[config.mk]
export PLATFORM = sky130hd
export DESIGN_NAME = dma_chan_regs_flat
export DESIGN_NICKNAME = d
export VERILOG_FILES = /design/src/rtl/dma_chan_regs_if.sv /design/src/rtl/dma_chan_regs.sv /design/src/flat_wrapper.sv
export SDC_FILE = /design/constraint.sdc
export NUM_CORES = 1
export LEC_CHECK = 0
export ABC_AREA = 1
export CAP_MARGIN = 15
export CORE_ASPECT_RATIO = 1.75
export CORE_MARGIN = 3
export CORE_UTILIZATION = 47
export CTS_CLUSTER_SIZE = 40
export DETAILED_ROUTE_END_ITERATION = 10
export GPL_ROUTABILITY_DRIVEN = 0
export RECOVER_POWER = 100
export SYNTH_ARGS = -nofsm -noshare
export SYNTH_HDL_FRONTEND = slang
export SYNTH_SLANG_ARGS = --single-unit
[constraint.sdc]
create_clock -name clk -period 30.2 [get_ports clk]
set_input_delay 6.04 -clock clk [delete_from_list [all_inputs] [get_ports clk]]
set_output_delay 6.04 -clock clk [all_outputs]
set_load 0.02 [all_outputs]
[src/rtl/dma_chan_regs_if.sv]
// Bus and engine-side signal bundle for dma_chan_regs: register read/write handshake
// plus per-channel beat request/acknowledge and the aggregated interrupt.
interface dma_chan_regs_if #(
    parameter int NUM_CH = 4,
    parameter int DATA_W = 32,
    parameter int ADDR_W = 8
);
    logic              wr_en;
    logic              rd_en;
    logic [ADDR_W-1:0] addr;
    logic [DATA_W-1:0] wdata;
    logic [DATA_W-1:0] rdata;
    logic              rd_valid;
    logic [NUM_CH-1:0] xfer_req;
    logic [NUM_CH-1:0] xfer_ack;
    logic              irq;

    modport master (
        output wr_en, rd_en, addr, wdata, xfer_ack,
        input  rdata, rd_valid, xfer_req, irq
    );

    modport slave (
        input  wr_en, rd_en, addr, wdata, xfer_ack,
        output rdata, rd_valid, xfer_req, irq
    );
endinterface

[src/rtl/dma_chan_regs.sv]
// Multi-channel DMA register bank: CTRL/SRC/LEN/STATUS per channel, IDLE/BUSY beat sequencer,
// W1C status and registered interrupt. STATUS.ERR is only implemented when DMA_REGS_ERR_EN is defined.
module dma_chan_regs #(
    parameter int NUM_CH = 4,
    parameter int DATA_W = 32,
    parameter int ADDR_W = 8,
    parameter int LEN_W  = 16
) (
    input logic            clk,
    input logic            rst,
    dma_chan_regs_if.slave bus
);
    localparam int CH_W = ADDR_W - 2;
    localparam int SW   = (LEN_W + 16 > DATA_W) ? LEN_W + 16 : DATA_W;
    localparam logic [1:0] R_CTRL = 2'd0;
    localparam logic [1:0] R_SRC  = 2'd1;
    localparam logic [1:0] R_LEN  = 2'd2;
`ifdef DMA_REGS_ERR_EN
    localparam bit ERR_EN = 1'b1;
`else
    localparam bit ERR_EN = 1'b0;
`endif

    typedef enum logic {IDLE = 1'b0, BUSY = 1'b1} state_t;

    state_t            state_q   [NUM_CH];
    state_t            state_nxt [NUM_CH];
    logic [LEN_W-1:0]  cnt_q     [NUM_CH];
    logic [LEN_W-1:0]  cnt_nxt   [NUM_CH];
    logic [LEN_W-1:0]  len_q     [NUM_CH];
    logic [LEN_W-1:0]  len_nxt   [NUM_CH];
    logic [DATA_W-1:0] src_q     [NUM_CH];
    logic [DATA_W-1:0] src_nxt   [NUM_CH];
    logic [NUM_CH-1:0] en_q, en_nxt, ie_q, ie_nxt;
    logic [NUM_CH-1:0] done_q, done_nxt, err_q, err_nxt;

    logic [CH_W-1:0]   ch_idx;
    logic [1:0]        reg_idx;
    logic [DATA_W-1:0] rd_mux;
    logic [SW-1:0]     stat_w;
    logic [DATA_W-1:0] rdata_p1;
    logic              vld_p1;
    logic              irq_q;

    assign ch_idx  = bus.addr[ADDR_W-1:2];
    assign reg_idx = bus.addr[1:0];

    always_comb begin
        for (int c = 0; c < NUM_CH; c++) begin
            state_nxt[c] = state_q[c];
            cnt_nxt[c]   = cnt_q[c];
            len_nxt[c]   = len_q[c];
            src_nxt[c]   = src_q[c];
            en_nxt[c]    = en_q[c];
            ie_nxt[c]    = ie_q[c];
            done_nxt[c]  = done_q[c];
            err_nxt[c]   = err_q[c];

            if (bus.wr_en && ch_idx == CH_W'(c)) begin
                case (reg_idx)
                    R_CTRL: begin
                        en_nxt[c] = bus.wdata[0];
                        ie_nxt[c] = bus.wdata[2];
                        if (state_q[c] == IDLE) begin
                            if (bus.wdata[1]) begin
                                if (bus.wdata[0] && len_q[c] != '0) begin
                                    state_nxt[c] = BUSY;
                                    cnt_nxt[c]   = len_q[c];
                                end else begin
                                    err_nxt[c] = 1'b1;
                                end
                            end
                        end else if (!bus.wdata[0]) begin
                            // abort keeps the remaining count visible for software
                            state_nxt[c] = IDLE;
                            err_nxt[c]   = 1'b1;
                        end else if (bus.wdata[1]) begin
                            err_nxt[c] = 1'b1;
                        end
                    end
                    R_SRC: begin
                        if (state_q[c] == IDLE) src_nxt[c] = bus.wdata;
                        else                    err_nxt[c] = 1'b1;
                    end
                    R_LEN: begin
                        if (state_q[c] == IDLE) len_nxt[c] = bus.wdata[LEN_W-1:0];
                        else                    err_nxt[c] = 1'b1;
                    end
                    default: begin
                        if (bus.wdata[1]) done_nxt[c] = 1'b0;
                        if (bus.wdata[2]) err_nxt[c]  = 1'b0;
                    end
                endcase
            end

            // beat accounting runs after the W1C clear so a completing beat wins over it
            if (state_q[c] == BUSY && state_nxt[c] == BUSY && bus.xfer_ack[c]) begin
                cnt_nxt[c] = cnt_q[c] - LEN_W'(1);
                if (cnt_q[c] == LEN_W'(1)) begin
                    state_nxt[c] = IDLE;
                    done_nxt[c]  = 1'b1;
                end
            end

            if (!ERR_EN) err_nxt[c] = 1'b0;
        end
    end

    always_comb begin
        rd_mux = '0;
        stat_w = '0;
        for (int c = 0; c < NUM_CH; c++) begin
            if (ch_idx == CH_W'(c)) begin
                case (reg_idx)
                    R_CTRL: begin
                        rd_mux[0] = en_q[c];
                        rd_mux[2] = ie_q[c];
                    end
                    R_SRC:  rd_mux = src_q[c];
                    R_LEN:  rd_mux = DATA_W'(len_q[c]);
                    default: begin
                        stat_w[0]          = (state_q[c] == BUSY);
                        stat_w[1]          = done_q[c];
                        stat_w[2]          = err_q[c];
                        stat_w[LEN_W+15:16] = cnt_q[c];
                        rd_mux             = stat_w[DATA_W-1:0];
                    end
                endcase
            end
        end
    end

    always_ff @(posedge clk or posedge rst) begin
        if (rst) begin
            for (int c = 0; c < NUM_CH; c++) begin
                state_q[c] <= IDLE;
                cnt_q[c]   <= '0;
                len_q[c]   <= '0;
                src_q[c]   <= '0;
            end
            en_q     <= '0;
            ie_q     <= '0;
            done_q   <= '0;
            err_q    <= '0;
            rdata_p1 <= '0;
            vld_p1   <= 1'b0;
            irq_q    <= 1'b0;
        end else begin
            for (int c = 0; c < NUM_CH; c++) begin
                state_q[c] <= state_nxt[c];
                cnt_q[c]   <= cnt_nxt[c];
                len_q[c]   <= len_nxt[c];
                src_q[c]   <= src_nxt[c];
            end
            en_q   <= en_nxt;
            ie_q   <= ie_nxt;
            done_q <= done_nxt;
            err_q  <= err_nxt;
            // read stage: samples pre-write register state, holds between reads
            if (bus.rd_en) rdata_p1 <= rd_mux;
            vld_p1 <= bus.rd_en;
            irq_q  <= |(done_q & ie_q);
        end
    end

    always_comb begin
        bus.xfer_req = '0;
        for (int c = 0; c < NUM_CH; c++) begin
            bus.xfer_req[c] = (state_q[c] == BUSY);
        end
    end

    assign bus.rdata    = rdata_p1;
    assign bus.rd_valid = vld_p1;
    assign bus.irq      = irq_q;
endmodule
[src/flat_wrapper.sv]
// flat-port wrapper written by rule: the top's interface ports become plain ports
module dma_chan_regs_flat 
#(
    parameter int NUM_CH = 4,
    parameter int DATA_W = 32,
    parameter int ADDR_W = 8,
    parameter int LEN_W  = 16
)
  (clk, rst, bus_wr_en, bus_rd_en, bus_addr, bus_wdata, bus_xfer_ack, bus_rdata, bus_rd_valid, bus_xfer_req, bus_irq);
  dma_chan_regs_if #(.NUM_CH(NUM_CH), .DATA_W(DATA_W), .ADDR_W(ADDR_W)) bus_i ();
  input logic clk;
  input logic rst;
  input wire logic [$bits(bus_i.wr_en)-1:0] bus_wr_en;
  input wire logic [$bits(bus_i.rd_en)-1:0] bus_rd_en;
  input wire logic [$bits(bus_i.addr)-1:0] bus_addr;
  input wire logic [$bits(bus_i.wdata)-1:0] bus_wdata;
  input wire logic [$bits(bus_i.xfer_ack)-1:0] bus_xfer_ack;
  output wire logic [$bits(bus_i.rdata)-1:0] bus_rdata;
  output wire logic [$bits(bus_i.rd_valid)-1:0] bus_rd_valid;
  output wire logic [$bits(bus_i.xfer_req)-1:0] bus_xfer_req;
  output wire logic [$bits(bus_i.irq)-1:0] bus_irq;
  assign bus_i.wr_en = bus_wr_en;
  assign bus_i.rd_en = bus_rd_en;
  assign bus_i.addr = bus_addr;
  assign bus_i.wdata = bus_wdata;
  assign bus_i.xfer_ack = bus_xfer_ack;
  assign bus_rdata = bus_i.rdata;
  assign bus_rd_valid = bus_i.rd_valid;
  assign bus_xfer_req = bus_i.xfer_req;
  assign bus_irq = bus_i.irq;
  dma_chan_regs #(.NUM_CH(NUM_CH), .DATA_W(DATA_W), .ADDR_W(ADDR_W), .LEN_W(LEN_W)) u_core (.clk(clk), .rst(rst), .bus(bus_i));
endmodule
## Word level (Yosys, flattened, before mapping)

Cells that the tools add are included.

| operators by class | value |
|---|---|
| $add $sub $neg | 4 |
| equal/unequal tests | 13 |
| muxes and demuxes | 93 |
| bitwise logic cells | 5 |
| reductions and logical operators | 56 |

Operators by type and width:

| cell | number |
|---|---|
| 16-bit 2-to-1 mux | 24 |
| 29-bit one-hot mux with 3 select lines | 4 |
| 32-bit 2-to-1 mux | 4 |
| 16-bit by 1-bit equality test with 1-bit output (second input constant) | 4 |
| 16-bit nonzero test | 4 |
| 16-bit by 1-bit subtractor with 16-bit output (second input constant) | 4 |
| 1-bit 2-to-1 mux | 49 |
| 1-bit one-hot mux with 3 select lines | 12 |
| 2-bit nonzero test | 16 |
| 3-bit AND reduction | 8 |
| 5-bit AND reduction | 4 |
| 1-bit logical AND | 16 |
| 6-bit by 2-bit equality test with 1-bit output (second input constant) | 2 |
| 2-bit inequality test (second input constant) | 4 |
| 2-bit AND reduction | 4 |
| 6-bit by 1-bit equality test with 1-bit output (second input constant) | 1 |
| 6-bit logical NOT | 1 |
| 4-bit bitwise AND | 1 |
| 1-bit inverter | 4 |
| 4-bit OR reduction | 1 |
| 3-bit OR reduction | 1 |
| 2-bit by 1-bit equality test with 1-bit output (second input constant) | 1 |
| 2-bit equality test (second input constant) | 1 |
| 2-bit logical NOT | 1 |

| word-level totals | value |
|---|---|
| flip-flop bits (word level) | 306 |
| bits of input ports | 48 |
| output and inout port bits | 38 |
| logic and storage cells | 199 |

## Depth between registers and ports, before layout

| logic depth | value |
|---|---|
| depth after elaboration | 11 |
| gate-level depth with buffers | 12 |
| depth with buffers taken out | 10 |

## Least setup slack after synthesis

OpenSTA, ideal clock, no wires.

| path | value |
|---|---|
| path type | input to register |
| from | in bus_addr[1] |
| to | reg u_core.cnt_q[32] in the netlist's numbering |
| setup time | 0.117 ns |
| arrival time | 7.212 ns |
| data required time | 30.083 ns |
| slack | 22.871 ns |
| stages on the path | 9 |
| buffers on the path | 3 |
| cells stage by stage | buf_2 -> nor2_2 -> buf_2 -> nand2_2 -> nor2_4 -> buf_4 -> nand2_1 -> nand3_1 -> nand2_1 |

| on the way | value |
|---|---|
| word-level cells in the longest chain between the ends | 7 |
| elaborated cells between the ends (all ways) | 12 |
| those cells by class | eq/ne (1); mux (3); reduce/logical (8) |

RTL lines:

| item | RTL line | source |
|---|---|---|
| start: declaration | flat_wrapper.sv:15 | `input wire logic [$bits(bus_i.addr)-1:0] bus_addr;` |
| 2-bit logical NOT (*) | dma_chan_regs.sv:60 | `case (reg_idx)` |
| 1-bit 2-to-1 mux | dma_chan_regs.sv:60 |  |
| 1-bit 2-to-1 mux | dma_chan_regs.sv:59 | `if (bus.wr_en && ch_idx == CH_W'(c)) begin` |
| 1-bit logical AND (2 in a row) | dma_chan_regs.sv:97 | `if (state_q[c] == BUSY && state_nxt[c] == BUSY && bus.xfer_ack[c]) begin` |
| 2-bit inequality test (no line) / 2-bit nonzero test (equally long branches) | n/a |  |
| 5-bit AND reduction (no line) | n/a |  |
| end signal: indexed assignment | dma_chan_regs.sv:151 | `cnt_q[c] <= cnt_nxt[c];` |
| end: declaration | dma_chan_regs.sv:28 | `logic [LEN_W-1:0] cnt_q [NUM_CH];` |

Every way passes the cells marked *; elsewhere a longest branch is shown, timed or not.
A chain may end at the register's enable or synchronous reset.

## Final worst setup path

| path | value |
|---|---|
| from | in bus_addr[0] |
| to | reg u_core.src_q[21] in the netlist's numbering |

| on the way | value |
|---|---|
| word-level cells in the longest chain between the ends | 2 |

RTL lines:

| item | RTL line | source |
|---|---|---|
| 2-bit by 1-bit equality test with 1-bit output | dma_chan_regs.sv:60 |  |
| 3-bit AND reduction (no line) | n/a |  |
| end signal: indexed assignment | dma_chan_regs.sv:153 | `src_q[c] <= src_nxt[c];` |
| end: declaration | dma_chan_regs.sv:32 | `logic [DATA_W-1:0] src_q [NUM_CH];` |

No other way between the ends.

==> summary.txt <==
Floorplan
  – DIE HEIGHT: 253 um
  – # rows: 89
  – I/O Pins: 86
  – CORE AREA: 34,100 um2
  – DIE AREA: 37,200 um2
  – DIE WIDTH: 147 um
  – Initial core utilization: between 40 and 50%

Placement
  – Placed cell count: about 2,800
  – IO buf count: 85
  – Hpwl dp: 43,000 um

Worst setup path
  – Critical path class: input port to flip-flop
  – Arrival @ worst endpoint: 13.63 ns
  – Worst setup EP type: flip-flop
  – Critical-path top delay cell: clkbuf_1
  – CP max FO: 64
  – CP Cell Sequence: dlygate4sd3_1, clkbuf_1, inv_1, nor2_1, clkbuf_1, clkbuf_1, nand3_2, clkbuf_1, o21ai_0
  – Most Frequent Cell on Critical Path: clkbuf_1
  – CP required: between 30 and 40 ns
  – Max stage delay on crit path: 2.14 ns
  – Worst Reg-to-Reg Cells: 4
  – Critical Path Source Type: input port

Synth
  – Most frequent cell after synthesis: nand2_1
  – Synth Area in XOR/XNOR: 0.909%
  – Netlist cell types: 28
  – Synth Warn #: 0
  – Post-Synth Adder-Cell Area: less than 1%
  – Cell taking the most area after synthesis: dfrtp_1
  – Share of the synthesized area in the top cell type: a little under half
  – EDFF count, synth: 0
  – Multiplexer area fraction after synthesis: 0%
  – Avg Cell Area, Syn: 7.04 um2
  – Primary FF master, synth: dfrtp_1
  – Main combinational cell family by area after synthesis: simple AND/OR/NAND/NOR gates
  – Asr flop ratio synth: 100%
  – Yosys reg bits: 306
  – Commonest cells post-synth: nand2_1 (940), dfrtp_1 (306), o21ai_0 (192), nor2_1 (178), inv_1 (159)
  – Post-Synth Simple-Gate Area: 33.7%
  – Post-Synthesis Cells: 2,325
  – Post-Syn Area: 16,400 um2
  – Compound-Gate Fraction of Synth Area: a little under an eighth
  – Syn nets: 2,381
  – Synth top area cells: dfrtp_1 (47%), nand2_1 (22%), o21ai_0 (5.9%), nand3_1 (4.3%), o21ai_1 (4.2%)
  – Share of the yosys chip area belonging to registers: 46.7%

Clock tree
  – Worst-skew pair later-pin latency: around 0.59 ns
  – CTS buffer count: 31
  – Post-cts sizing count: 0
  – Clock root buffer: clkbuf_16
  – CTS tree: yes
  – Clock buffer depth: 3
  – Cts hold-fix bufs: 0
  – CTS Sinks: 306
  – Htree depth: 1
  – Setup bufs post-CTS: 0
  – Clock slew at reported path FFs: 0.07 ns

Cells and area
  – Final-layout fill cell count: 3,428
  – Nets@finish: 2,406
  – Final core utilization: 54.1%
  – Antenna diode count: 0
  – Post-route insts no fill: 2,826
  – Layout area overhead: 12.6%
  – Layout cells sized above 1: 3.16%

Min path
  – Min-delay worst type: flip-flop to flip-flop
  – Hold path cells: 2

GRT
  – Global route overflow: 0
  – Vias in the first global route: 15,000
  – Largest net degree at the start of global routing: 180
  – All-layer global routing usage: a little under a third
  – Initial antenna violation count: 2
  – First-pass GRT wire length: 89,600 um

Routing
  – DR DRC count: 0
  – Routed WL per cell: roughly 21 um
  – Via/cell ratio: about 5.6
  – Via count: ~16,000
  – Routed wire length: 58,800 um
  – Pre-Repair DR Iteration Count: 6
  – 1st-iter DRT viols: 1,489
  – ANT nets after route: 0

Pwr
  – Max IR drop VDD: 0.0510 mV
  – Leak Pwr: 0.00905 uW
  – PD cells: about 57 nW/um2
  – Final Power: 1060 uW

STA
  – Final setup viols: 0
  – Hold_ws: 0.477 ns
  – Final period util: 43.7%
  – Final setup TNS: 0 ns
  – Final Skew: 0.0141 ns
  – Final hold violations: 0
  – Pins Over Slew Limit: 489
  – Final Critical Period: around 13 ns
  – Fmax: 0.0759 GHz
  – RSZ-0062 raised after global routing: no
  – Worst Tran Pin Value: 5.92 ns
  – Slew margin rel.: -297%

Outcome
  – Failing checks: max-capacitance violations, max-slew violations
  – Status: finished, violations left

Flow run
  – MaxCap Viol Count: 9
==> layout by cell type, fill, tap and decap left out, drive strengths merged, types with 35 or more instances in the layout <==
master | synthesis | routed
inv | 164 | 164
dfrtp | 306 | 306
dlygate4sd3 | 0 | 40
a21oi | 35 | 35
clkdlybuf4s50 | 0 | 45
nand3 | 148 | 148
nor2 | 191 | 191
o21ai | 329 | 329
nand2 | 943 | 943
nand4 | 51 | 51
clkbuf | 82 | 52
==> path summary, 6_finish.rpt <==
kind | from | end | slack, ns
worst max register to register | u_core.bus.xfer_req[3]$_DFF_PP0_ | u_core.src_q[21]$_DFFE_PP0P_ | 27.04
worst min-delay path | u_core.bus.rdata[5]$_DFFE_PP0P_ | u_core.bus.rdata[5]$_DFFE_PP0P_ | 0.48
worst max-delay path | bus_addr[0] | u_core.src_q[21]$_DFFE_PP0P_ | 17.02
min in group asynchronous | rst | u_core.cnt_q[13]$_DFFE_PP0P_ | 7.78
max in group asynchronous | rst | u_core.src_q[71]$_DFFE_PP0P_ | 19.85
worst min register to register | u_core.bus.rdata[5]$_DFFE_PP0P_ | u_core.bus.rdata[5]$_DFFE_PP0P_ | 0.48
==> power by group <==
group	internal (uW)	total, uW	switching, uW
clock network	236	408	172
registers	435	474	39.4
logic	53.4	178	124
==> worst max-delay path, delay by kind of cell <==
kind,cells,cell delay (ns)
AOI/OAI and AO/OA,1,0.59
buffers and inverters,6,6.64
and+or+nand+nor,2,0.31
==> cell families after synthesis <==
| logic type | Yosys count |
|---|---|
| buffers and inverters | 274 |
| adder cells (fa/ha/maj) | 8 |
| AO/OA/AOI/OAI | 371 |
| XOR/XNOR | 17 |
| flip-flops | 306 |
| AND/OR/NAND/NOR | 1349 |
==> per-stage QoR <==
step           worst slack [ns]  instance area (um2)
2_1_floorplan             15.70                16400
6_report                  17.02                18400
3_3_place_gp              21.08                17500
4_1_cts                   21.58                18600
5_1_grt                   16.35                18400
3_5_place_dp              20.99                17500
==> state kept, by name, summed over array words and instances (netlist names) <==
signal / cells
u_core.bus.rdata: 32
u_core.ie_q: 4
u_core.len_q: 64
u_core.done_q: 4
u_core.bus.xfer_req: 4
u_core.src_q: 128
u_core.bus.rd_valid: 1
u_core.en_q: 4
u_core.cnt_q: 64
u_core.bus.irq: 1
==> per-layer routing <==
layer | global-route usage (%) | share of wire (%)
met2 | 54.1 | 49
met4 | 14.7 | 5.8
met5 | 0 | 0
met3 | 4.48 | 6.5
met1 | 38.1 | 38
==> cell type report <==
type | instances | area [um2] | share of cell area [%]
repair buffers | 99 | 931 | 5.05
clock buffers | 42 | 877 | 4.75
multi-input cells | 1745 | 7620 | 41.3
well taps | 455 | 569 | 3.09
inverters | 167 | 628 | 3.40
flip-flops and latches | 306 | 7660 | 41.5
clock inverters | 12 | 169 | 0.916
Note: power is estimated with default switching activity, not from simulation.
